**config.mk**
```make
export PLATFORM = sky130hd
export DESIGN_NAME = core_decode
export DESIGN_NICKNAME = d
export VERILOG_FILES = /design/src/rtl/core_pkg.sv /design/src/rtl/core_decode_comb.sv /design/src/rtl/core_decode.sv
export SDC_FILE = /design/constraint.sdc
export NUM_CORES = 1
export LEC_CHECK = 0
export CAP_MARGIN = 20
export CORE_UTILIZATION = 35
export CTS_CLUSTER_SIZE = 28
export DETAILED_ROUTE_END_ITERATION = 10
export GPL_TIMING_DRIVEN = 0
export PLACE_DENSITY = 0.66
export SLEW_MARGIN = 20
export SYNTH_ARGS = -nofsm -noshare
export SYNTH_HDL_FRONTEND = slang
export SYNTH_SLANG_ARGS = --single-unit
```
**constraint.sdc**
```tcl
create_clock -name CLK -period 1.7 [get_ports CLK]
set_input_delay 0.255 -clock CLK [delete_from_list [all_inputs] [get_ports CLK]]
set_output_delay 0.255 -clock CLK [all_outputs]
set_load 0.03 [all_outputs]
```
**src/rtl/core_pkg.sv**
```systemverilog
// Shared RV32I decode definitions: opcode/funct constants, one-hot flag indices
// and the decoded-instruction record passed from decode to execute.
package core_pkg;

    localparam logic [6:0] OPC_OPIMM  = 7'b0010011;
    localparam logic [6:0] OPC_OP     = 7'b0110011;
    localparam logic [6:0] OPC_BRANCH = 7'b1100011;
    localparam logic [6:0] OPC_LOAD   = 7'b0000011;
    localparam logic [6:0] OPC_STORE  = 7'b0100011;
    localparam logic [6:0] OPC_LUI    = 7'b0110111;
    localparam logic [6:0] OPC_AUIPC  = 7'b0010111;
    localparam logic [6:0] OPC_JAL    = 7'b1101111;
    localparam logic [6:0] OPC_JALR   = 7'b1100111;

    localparam logic [2:0] F3_ADD  = 3'b000;
    localparam logic [2:0] F3_SLL  = 3'b001;
    localparam logic [2:0] F3_SLT  = 3'b010;
    localparam logic [2:0] F3_SLTU = 3'b011;
    localparam logic [2:0] F3_XOR  = 3'b100;
    localparam logic [2:0] F3_SR   = 3'b101;
    localparam logic [2:0] F3_OR   = 3'b110;
    localparam logic [2:0] F3_AND  = 3'b111;
    localparam logic [2:0] F3_BEQ  = 3'b000;
    localparam logic [2:0] F3_BNE  = 3'b001;
    localparam logic [2:0] F3_BLT  = 3'b100;
    localparam logic [2:0] F3_BGE  = 3'b101;
    localparam logic [2:0] F3_BLTU = 3'b110;
    localparam logic [2:0] F3_BGEU = 3'b111;
    localparam logic [2:0] F3_B    = 3'b000;
    localparam logic [2:0] F3_H    = 3'b001;
    localparam logic [2:0] F3_W    = 3'b010;
    localparam logic [2:0] F3_BU   = 3'b100;
    localparam logic [2:0] F3_HU   = 3'b101;

    localparam logic [6:0] F7_ZERO = 7'b0000000;
    localparam logic [6:0] F7_ALT  = 7'b0100000;

    localparam int F_ADDI  = 0,  F_SLTI  = 1,  F_SLTIU = 2,  F_XORI  = 3,  F_ORI   = 4;
    localparam int F_ANDI  = 5,  F_SLLI  = 6,  F_SRLI  = 7,  F_SRAI  = 8,  F_ADD   = 9;
    localparam int F_SUB   = 10, F_SLL   = 11, F_SLT   = 12, F_SLTU  = 13, F_XOR   = 14;
    localparam int F_SRL   = 15, F_SRA   = 16, F_OR    = 17, F_AND   = 18, F_BEQ   = 19;
    localparam int F_BNE   = 20, F_BLT   = 21, F_BGE   = 22, F_BLTU  = 23, F_BGEU  = 24;
    localparam int F_LB    = 25, F_LH    = 26, F_LW    = 27, F_LBU   = 28, F_LHU   = 29;
    localparam int F_SB    = 30, F_SH    = 31, F_SW    = 32, F_LUI   = 33, F_AUIPC = 34;
    localparam int F_JAL   = 35, F_JALR  = 36;
    localparam int OP_W    = 37;

    // pc is carried at a fixed maximum width; the top truncates to its PC_W
    localparam int PC_MAX_W = 64;

    typedef struct packed {
        logic [OP_W-1:0]     op;
        logic [4:0]          rs1;
        logic [4:0]          rs2;
        logic [4:0]          rd;
        logic [31:0]         imm;
        logic                illegal;
        logic [PC_MAX_W-1:0] pc;
    } dec_t;

endpackage

```
**src/rtl/core_decode_comb.sv**
```systemverilog
// Combinational RV32I decoder: instruction word to one-hot flags, register
// indices and immediate. pc is left zero for the caller to fill in.
module core_decode_comb
    import core_pkg::*;
(
    input  logic [31:0] inst,
    output dec_t        dec
);

    logic [6:0]  opc, f7;
    logic [2:0]  f3;
    logic [31:0] imm_i, imm_s, imm_b, imm_u, imm_j, shamt;
    logic        bad;

    assign opc   = inst[6:0];
    assign f3    = inst[14:12];
    assign f7    = inst[31:25];
    assign imm_i = {{20{inst[31]}}, inst[31:20]};
    assign imm_s = {{20{inst[31]}}, inst[31:25], inst[11:7]};
    assign imm_b = {{19{inst[31]}}, inst[31], inst[7], inst[30:25], inst[11:8], 1'b0};
    assign imm_u = {inst[31:12], 12'b0};
    assign imm_j = {{11{inst[31]}}, inst[31], inst[19:12], inst[20], inst[30:21], 1'b0};
    assign shamt = {27'b0, inst[24:20]};

    always_comb begin
        dec = '0;
        bad = 1'b0;
        case (opc)
            OPC_OPIMM: begin
                dec.rd  = inst[11:7];
                dec.rs1 = inst[19:15];
                dec.imm = imm_i;
                case (f3)
                    F3_ADD:  dec.op[F_ADDI]  = 1'b1;
                    F3_SLT:  dec.op[F_SLTI]  = 1'b1;
                    F3_SLTU: dec.op[F_SLTIU] = 1'b1;
                    F3_XOR:  dec.op[F_XORI]  = 1'b1;
                    F3_OR:   dec.op[F_ORI]   = 1'b1;
                    F3_AND:  dec.op[F_ANDI]  = 1'b1;
                    F3_SLL: begin
                        dec.imm = shamt;
                        if (f7 == F7_ZERO) dec.op[F_SLLI] = 1'b1;
                        else               bad = 1'b1;
                    end
                    default: begin
                        dec.imm = shamt;
                        if (f7 == F7_ZERO)     dec.op[F_SRLI] = 1'b1;
                        else if (f7 == F7_ALT) dec.op[F_SRAI] = 1'b1;
                        else                   bad = 1'b1;
                    end
                endcase
            end
            OPC_OP: begin
                dec.rd  = inst[11:7];
                dec.rs1 = inst[19:15];
                dec.rs2 = inst[24:20];
                if (f7 == F7_ZERO) begin
                    case (f3)
                        F3_ADD:  dec.op[F_ADD]  = 1'b1;
                        F3_SLL:  dec.op[F_SLL]  = 1'b1;
                        F3_SLT:  dec.op[F_SLT]  = 1'b1;
                        F3_SLTU: dec.op[F_SLTU] = 1'b1;
                        F3_XOR:  dec.op[F_XOR]  = 1'b1;
                        F3_SR:   dec.op[F_SRL]  = 1'b1;
                        F3_OR:   dec.op[F_OR]   = 1'b1;
                        default: dec.op[F_AND]  = 1'b1;
                    endcase
                end else if (f7 == F7_ALT && f3 == F3_ADD) dec.op[F_SUB] = 1'b1;
                else if (f7 == F7_ALT && f3 == F3_SR)      dec.op[F_SRA] = 1'b1;
                else                                       bad = 1'b1;
            end
            OPC_BRANCH: begin
                dec.rs1 = inst[19:15];
                dec.rs2 = inst[24:20];
                dec.imm = imm_b;
                case (f3)
                    F3_BEQ:  dec.op[F_BEQ]  = 1'b1;
                    F3_BNE:  dec.op[F_BNE]  = 1'b1;
                    F3_BLT:  dec.op[F_BLT]  = 1'b1;
                    F3_BGE:  dec.op[F_BGE]  = 1'b1;
                    F3_BLTU: dec.op[F_BLTU] = 1'b1;
                    F3_BGEU: dec.op[F_BGEU] = 1'b1;
                    default: bad = 1'b1;
                endcase
            end
            OPC_LOAD: begin
                dec.rd  = inst[11:7];
                dec.rs1 = inst[19:15];
                dec.imm = imm_i;
                case (f3)
                    F3_B:    dec.op[F_LB]  = 1'b1;
                    F3_H:    dec.op[F_LH]  = 1'b1;
                    F3_W:    dec.op[F_LW]  = 1'b1;
                    F3_BU:   dec.op[F_LBU] = 1'b1;
                    F3_HU:   dec.op[F_LHU] = 1'b1;
                    default: bad = 1'b1;
                endcase
            end
            OPC_STORE: begin
                dec.rs1 = inst[19:15];
                dec.rs2 = inst[24:20];
                dec.imm = imm_s;
                case (f3)
                    F3_B:    dec.op[F_SB] = 1'b1;
                    F3_H:    dec.op[F_SH] = 1'b1;
                    F3_W:    dec.op[F_SW] = 1'b1;
                    default: bad = 1'b1;
                endcase
            end
            OPC_LUI: begin
                dec.rd  = inst[11:7];
                dec.imm = imm_u;
                dec.op[F_LUI] = 1'b1;
            end
            OPC_AUIPC: begin
                dec.rd  = inst[11:7];
                dec.imm = imm_u;
                dec.op[F_AUIPC] = 1'b1;
            end
            OPC_JAL: begin
                dec.rd  = inst[11:7];
                dec.imm = imm_j;
                dec.op[F_JAL] = 1'b1;
            end
            OPC_JALR: begin
                dec.rd  = inst[11:7];
                dec.rs1 = inst[19:15];
                dec.imm = imm_i;
                if (f3 == 3'b000) dec.op[F_JALR] = 1'b1;
                else              bad = 1'b1;
            end
            default: bad = 1'b1;
        endcase
        // illegal words present a clean, all-zero record apart from the flag
        if (bad) begin
            dec         = '0;
            dec.illegal = 1'b1;
        end
    end

endmodule

```
**src/rtl/core_decode.sv**
```systemverilog
// Decode stage: combinational decoder feeding a two-entry output/skid buffer so
// IN_READY is registered and throughput holds at one per cycle under stalls.
module core_decode
    import core_pkg::*;
#(
    parameter int PC_W = 32
) (
    input  logic            CLK,
    input  logic            RST_N,
    input  logic            FLUSH,
    input  logic            IN_VALID,
    output logic            IN_READY,
    input  logic [31:0]     IN_INST,
    input  logic [PC_W-1:0] IN_PC,
    output logic            OUT_VALID,
    input  logic            OUT_READY,
    output logic [PC_W-1:0] OUT_PC,
    output logic [OP_W-1:0] OUT_OP,
    output logic [4:0]      OUT_RS1,
    output logic [4:0]      OUT_RS2,
    output logic [4:0]      OUT_RD,
    output logic [31:0]     OUT_IMM,
    output logic            OUT_ILLEGAL
);

    dec_t raw, in_dec, out_q, skid_q;
    logic out_v, skid_v, in_rdy;
    logic in_fire, out_free;

    core_decode_comb u_comb (
        .inst (IN_INST),
        .dec  (raw)
    );

    always_comb begin
        in_dec    = raw;
        in_dec.pc = PC_MAX_W'(IN_PC);
    end

    assign in_fire  = IN_VALID & in_rdy;
    assign out_free = ~out_v | OUT_READY;

    // in_rdy mirrors "skid empty"; a fire therefore never coincides with a full skid
    always_ff @(posedge CLK) begin
        if (!RST_N) begin
            out_v  <= 1'b0;
            skid_v <= 1'b0;
            in_rdy <= 1'b1;
            out_q  <= '0;
            skid_q <= '0;
        end else if (FLUSH) begin
            out_v  <= 1'b0;
            skid_v <= 1'b0;
            in_rdy <= 1'b1;
        end else if (out_free) begin
            if (skid_v) begin
                out_q  <= skid_q;
                out_v  <= 1'b1;
                skid_v <= 1'b0;
                in_rdy <= 1'b1;
            end else begin
                out_v <= in_fire;
                if (in_fire) out_q <= in_dec;
            end
        end else if (in_fire) begin
            skid_q <= in_dec;
            skid_v <= 1'b1;
            in_rdy <= 1'b0;
        end
    end

    assign IN_READY    = in_rdy;
    assign OUT_VALID   = out_v;
    assign OUT_PC      = out_q.pc[PC_W-1:0];
    assign OUT_OP      = out_q.op;
    assign OUT_RS1     = out_q.rs1;
    assign OUT_RS2     = out_q.rs2;
    assign OUT_RD      = out_q.rd;
    assign OUT_IMM     = out_q.imm;
    assign OUT_ILLEGAL = out_q.illegal;

endmodule

```
==> reports/metrics.yaml, run 1 <==
synthArstFlopShare: 0
routedWlPerCell_um: 20.1
netlist_instances: 1259
cts_buffers: 27
synth-seq-cells: 237
fin_crit_sh: 1.06
clock_latency_ns: 0.54
final_common_cell: "nand2_1"
holdBufCountCts: 0
crit_required_ns: 2.17
pre_cts_ws_ns: -1.26
grt_max_degree: 14
hpwl_mm: 27.4
tightest_slew_ns: 0.853
power.switching_mw: 3.49
area_growth_pct: 38.5
status: "finished, violations left"
worst-path-max-fanout: 5
hold_class: "in -> reg"
port_buffers: 186
viasPerCell: 5.57
post-route-util: 0.498
clkPwrFrac: 0.437
clock_skew_ns: 0.00897
slew-limit-headroom: 0.431
root_buffer: "clkbuf_16"
track_usage: 0.238
dieArea_sq_um: 31600
seq_power_share: 0.437
htreeDepth: 1
seq_area_frac_synth: 0.439
row_count: 63
n_fill_cell: 2887
min_period_ns: 1.81
power_leakage_nw: 6.39
setup-tns-final_ns: -1.74
first_pass_iters: 5
num-nets-final: 1570
ant_nets: 0
grt_pass1_vias: 10200
avgSynthCellArea_sq_um: 8.58
ir_worst_vdd_v: 0.000672
end_kind: "register"
yosys_warnings: 0
swShare: 0.265
cts_tree: "done"
power_mw: 13.2
die_w_um: 178
synth-edff-count: 0
grt_first_pass_wirelength_mm: 58.4
path_clk_slew_ns: 0.06
dpl_cell_area_sq_um: 13200
fmax_mhz: 553
io-pin-count: 188
antenna_found_initial: 0
cellInternalPower_mw: 9.69
drt_iter0_markers: 934
die_y_um: 178
drive_gt1_frac: 0.185
syn_area_sq_um: 10800
finalHoldViolations: 0
syn-num-nets: 1328
routed_wl_mm: 38.4
clockBufferDepth: 3
grt_remaining_overflow: 0
final_area_sq_um: 15000
synth_cell_types: 67
rsz0062_at_grt: "yes"
drc_errors: 0
synth-main-ff-cell: "dfxtp_1"
setup_viol: 37
p_comb_frac: 0.126
power.density_nw_per_um2: 881
gp_congestion: 0.961
via_count: 10600
cp-start-kind: "register"
crit_type: "reg -> reg"
antenna_cells: 0
violations: "setup timing"
drv_slew: 0
critPathArrivalTime_ns: 2.28
core_sq_um: 30000
worst_slack_ns: -0.110
final_cell_mix: "nand2_1 (245), dfxtp_1 (234), dlygate4sd2_1 (127)"
start_util: 0.360
cap_viol_max_count: 0
cts.sinks: 237
## cells in the mapped netlist, types with 3 or more instances
cell type | number | share of area
a211oi_1 | 10 | 0.0069
a21boi_0 | 46 | 0.032
a21oi_1 | 65 | 0.030
a221oi_1 | 12 | 0.0097
a22oi_1 | 5 | 0.0035
a311oi_1 | 3 | 0.0024
a31oi_1 | 15 | 0.0087
a32o_1 | 17 | 0.016
and2_0 | 4 | 0.0023
and2_1 | 25 | 0.014
and3_1 | 15 | 0.0087
and3b_1 | 3 | 0.0024
buf_1 | 15 | 0.0052
buf_2 | 14 | 0.0065
buf_4 | 3 | 0.0021
buf_6 | 7 | 0.0073
clkbuf_1 | 78 | 0.027
dfxtp_1 | 237 | 0.44
inv_1 | 10 | 0.0035
mux2i_1 | 32 | 0.030
nand2_1 | 248 | 0.086
nand2b_1 | 7 | 0.0041
nand3_1 | 41 | 0.019
nand3b_1 | 4 | 0.0028
nand4_1 | 16 | 0.0093
nand4b_1 | 4 | 0.0032
nor2_1 | 36 | 0.013
nor2b_1 | 20 | 0.012
nor3_1 | 27 | 0.013
nor3b_1 | 3 | 0.0021
nor4_1 | 4 | 0.0023
o211a_1 | 52 | 0.048
o21ai_0 | 78 | 0.036
o21ai_1 | 14 | 0.0065
o2bb2ai_2 | 20 | 0.028
o311ai_0 | 5 | 0.0041
o311ai_1 | 5 | 0.0041
o31ai_1 | 14 | 0.0097
or2_2 | 4 | 0.0023
or3_1 | 6 | 0.0035
## cell type report
class,instances,area (sq um),area share
Timing Repair Buffer,216,2000,0.134
Multi-Input combinational cell,894,5940,0.397
Inverter,10,37.5,0.00251
Sequential cell,237,4760,0.318
Clock buffer,39,791,0.0529
Buffer,115,856,0.0572
Tap cell,390,488,0.0326
Clock inverter,10,82.6,0.00552
## power by group through the flow
stage	logic, mW	registers, mW	clock network, mW
2_1_floorplan	0.590	6.11	0
3_3_place_gp	1.56	5.88	0
3_5_place_dp	1.57	5.88	0
4_1_cts	1.57	5.76	5.80
5_1_grt	1.76	5.77	6.06
6_report	1.67	5.76	5.75
## timing repair
action | 4_1_cts | 5_1_grt
setup endpoints to repair | 354 | 230
gates resized for setup | 276 | 129
pin swaps | 13 | 14
hold endpoints to repair | 0 | 0
buffers inserted | 21 | 7
cloned | 0 | 2
## logic make-up (layout without fill, tap and decap cells)
| logic type | after synthesis | after routing | share of synthesized area |
|---|---|---|---|
| DFF | 237 | 237 | 0.439 |
| muxes | 32 | 32 | 0.0297 |
| AOI/OAI and AO/OA | 383 | 383 | 0.268 |
| buffers and inverters | 128 | 390 | 0.0521 |
| and+or+nand+nor | 479 | 479 | 0.211 |
## layer usage
layer	track usage	routed length, um
met1	0.314	16400
met2	0.387	17900
met3	0.0512	3080
met4	0.0705	1020
met5	0	0
## state kept, by name (all words and copies together), names as in the netlist
| signal | flops |
|---|---|
| OUT_RD | 5 |
| OUT_PC | 32 |
| OUT_OP | 37 |
| skid_v | 1 |
| OUT_VALID | 1 |
| IN_READY | 1 |
| skid_q | 117 |
| OUT_ILLEGAL | 1 |
| OUT_IMM | 32 |
| OUT_RS2 | 5 |
| OUT_RS1 | 5 |
## metrics by stage
| step | hold WS (ns) | instances |
|---|---|---|
| 2_1_floorplan | 0.391 | 1259 |
| 3_3_place_gp | 0.435 | 1835 |
| 3_5_place_dp | 0.442 | 1835 |
| 4_1_cts | 0.189 | 1903 |
| 5_1_grt | 0.137 | 1911 |
| 6_report | 0.100 | 1911 |
## critical path, cell delays in order, from the launching register on
cell	delay, ns
dfxtp_4	0.35
nor2b_4	0.14
or4_4	0.53
or3_4	0.42
clkbuf_16	0.19
o2bb2ai_2	0.11
## final timing paths
kind                 to        start  slack, ns  cells after the start
max          OUT_RS1[4]    OUT_VALID      -0.11                      5
min          OUT_IMM[5]  IN_INST[25]       0.10                      3
max reg2reg  OUT_RS1[4]    OUT_VALID      -0.11                      5
min reg2reg  skid_q[85]   skid_q[85]       0.45                      2
(Power assumes the default switching activity.)
==> inputs of run 2 (changes only) <==
PLACE_DENSITY = 0.64   (was 0.66)
clock period = 2.05 ns   (was 1.7 ns; I/O delays follow)
==> run 2 against run 1 <==
  * The flow now finishes without violations
  * Clock power fell by 15%
  * Routed wire length down 3.4%
  * Sequential share of layout area grew 1.1 points
  * Worst hold slack improved by 0.074 ns
  * First-iteration DRC count up 5.4%
  * Sequential power decreased by 17%
  * Cell area down 3.5%
  * Global-route usage down 0.48 points
  * Worst setup slack gained 0.18 ns
==> reports/metrics.yaml, run 2 (synthesis gave the netlist of run 1 again) <==
path_cells: "clkdlybuf4s50_1 -> nor4_4 -> and2_1 -> buf_2 -> nand4_1 -> o21ai_0 -> o211a_1"  # was nor2b_4 -> or4_4 -> or3_4 -> clkbuf_16 -> o2bb2ai_2
worst_hold_slack_ns: 0.174  # was 0.100 ns
area_growth_pct: 33.6  # was 38.5%
grt_util_met3: 0.0514  # was 0.0512
cts.sinks: 237  # unchanged
max_stage_delay_ns: 0.53  # about the same
drv_slew: 0  # unchanged
tightest_slew_ns: 0.916  # was 0.853 ns
final_area_sq_um: 14400  # was 15000 sq um
grtUsageMet2: 0.368  # was 0.387
ir_worst_vdd_v: 0.000684  # was 0.000672 V
min_period_ns: 1.98
grt_remaining_overflow: 0  # unchanged
setup-tns-final_ns: 0  # was -1.74 ns
clockBufferDepth: 3  # unchanged
cts_tree: "done"  # unchanged
gp_congestion: 0.939  # was 0.961
final_cells: 1894  # was 1911
root_buffer: "clkbuf_16"  # unchanged
rsz0062_at_grt: "yes"  # unchanged
die_w_um: 178  # unchanged
final_cell_mix: "nand2_1 (247), dfxtp_1 (235), clkdlybuf4s50_1 (178)"  # was nand2_1 (245), dfxtp_1 (234), dlygate4sd2_1 (127)
fmax_mhz: 505
path_clk_slew_ns: 0.06  # about the same
drive_gt1_frac: 0.134  # was 0.185
setup_viol: 0  # was 37
power_leakage_nw: 5.59  # was 6.39 nW
cts_buffers: 27  # unchanged
pre_cts_ws_ns: -0.962  # was -1.26 ns
ant_nets: 0  # unchanged
n_fill_cell: 2926  # was 2887
final_common_cell: "nand2_1"  # unchanged
power_mw: 11.0  # was 13.2 mW
largest_reg_flops: 117  # unchanged
routed_wl_mm: 37.1  # was 38.4 mm
die_y_um: 178  # unchanged
cap_viol_max_count: 0  # unchanged
slew-limit-headroom: 0.390  # was 0.431
clock_skew_ns: 0.0173  # was 0.00897 ns
cp-start-kind: "input pin"  # was register
path_delay_family: "simple AND/OR/NAND/NOR gates"  # unchanged
io-pin-count: 188  # unchanged
clock_latency_ns: 0.54  # about the same
track_usage: 0.233  # was 0.238
hold_class: "in -> reg"  # unchanged
first_pass_iters: 5  # unchanged
antenna_found_initial: 2  # was 0
finalHoldViolations: 0  # unchanged
grt-busiest-layer: "met2"  # unchanged
slowest_stage: "clkdlybuf4s50_1"  # was or4_4
port_buffers: 186  # unchanged
htreeDepth: 1  # unchanged
drt_iter0_markers: 984  # was 934
met1_usage: 0.310  # was 0.314
core_sq_um: 30000  # unchanged
via_count: 10400  # was 10600
post-route-util: 0.481  # was 0.498
crit_required_ns: 2.52  # was 2.17 ns
dp.cells: 1835  # unchanged
grt_first_pass_wirelength_mm: 56.9  # was 58.4 mm
start_util: 0.360  # unchanged
end_kind: "register"  # unchanged
routedWlPerCell_um: 19.6  # was 20.1 um
path_buf_inv: 2  # was 1
num-nets-final: 1551  # was 1570
viasPerCell: 5.49  # was 5.57
drc_errors: 0  # unchanged
crit_type: "in -> reg"  # was reg -> reg
dieArea_sq_um: 31600  # unchanged
fin_crit_sh: 0.967
dpl_cell_area_sq_um: 13200  # about the same
row_count: 63  # unchanged
critPathArrivalTime_ns: 2.45  # was 2.28 ns
hpwl_mm: 27.4  # about the same
worst_slack_ns: 0.0685  # was -0.110 ns
power.density_nw_per_um2: 761  # was 881 nW/um^2
worst-path-max-fanout: 9  # was 5
grt_max_degree: 14  # unchanged
largest_register: "skid_q"  # unchanged
grt_pass1_vias: 9981  # was 10200
status: "finished clean"  # was finished, violations left
[run 2: what timing repair did]
| item | CTS | global route |
|---|---|---|
| pin swaps | 3 | 6 |
| endpoints found under the setup margin | 216 | 195 |
| setup buffers | 7 | 4 |
| gates resized for setup | 52 | 84 |
| hold endpoints to repair | 0 | 0 |
| hold buffers | 0 | 0 |
[run 2: worst reg2reg max path: stages (launching register included)]
cell and delay, ns:
dfxtp_2 0.37, clkbuf_2 0.39, clkbuf_2 0.34, buf_1 0.42, nand3_1 0.17, nand2_1 0.13
o2bb2ai_2 0.09
[run 2: metal layers]
metal	share of wire	vias up	routed length, um
met5	0.00038	-	14
met4	0.035	2	1320
met3	0.082	82	3030
met2	0.45	376	16600
met1	0.43	4978	16100
li1	-	4962	-
[run 2: where the power goes]
| part | leakage, nW | internal (mW) | total (mW) | switching (mW) |
|---|---|---|---|---|
| logic | 3.22 | 0.522 | 1.33 | 0.813 |
| registers | 1.92 | 4.72 | 4.78 | 0.0681 |
| clock network | 0.447 | 2.93 | 4.86 | 1.94 |
[run 2: area by class of cell]
cell class / instances / area, sq um / share of cell area
repair buffers: 197 / 1960 / 0.136
clock buffers: 40 / 795 / 0.0550
well taps: 390 / 488 / 0.0338
diodes: 1 / 2.50 / 0.000173
plain buffers: 115 / 619 / 0.0429
multi-input cells: 894 / 5680 / 0.394
flip-flops and latches: 237 / 4750 / 0.329
clock inverters: 10 / 106 / 0.00737
inverters: 10 / 37.5 / 0.00260
[run 2: worst paths after layout]
kind,start,slack [ns],to,depth (start not counted)
worst max-delay path,IN_INST[28],0.07,OUT_OP[9],7
worst min-delay path,IN_INST[25],0.17,OUT_IMM[5],3
worst max register to register,skid_v,0.08,OUT_RS2[0],6
worst min register to register,skid_q[77],0.45,skid_q[77],2
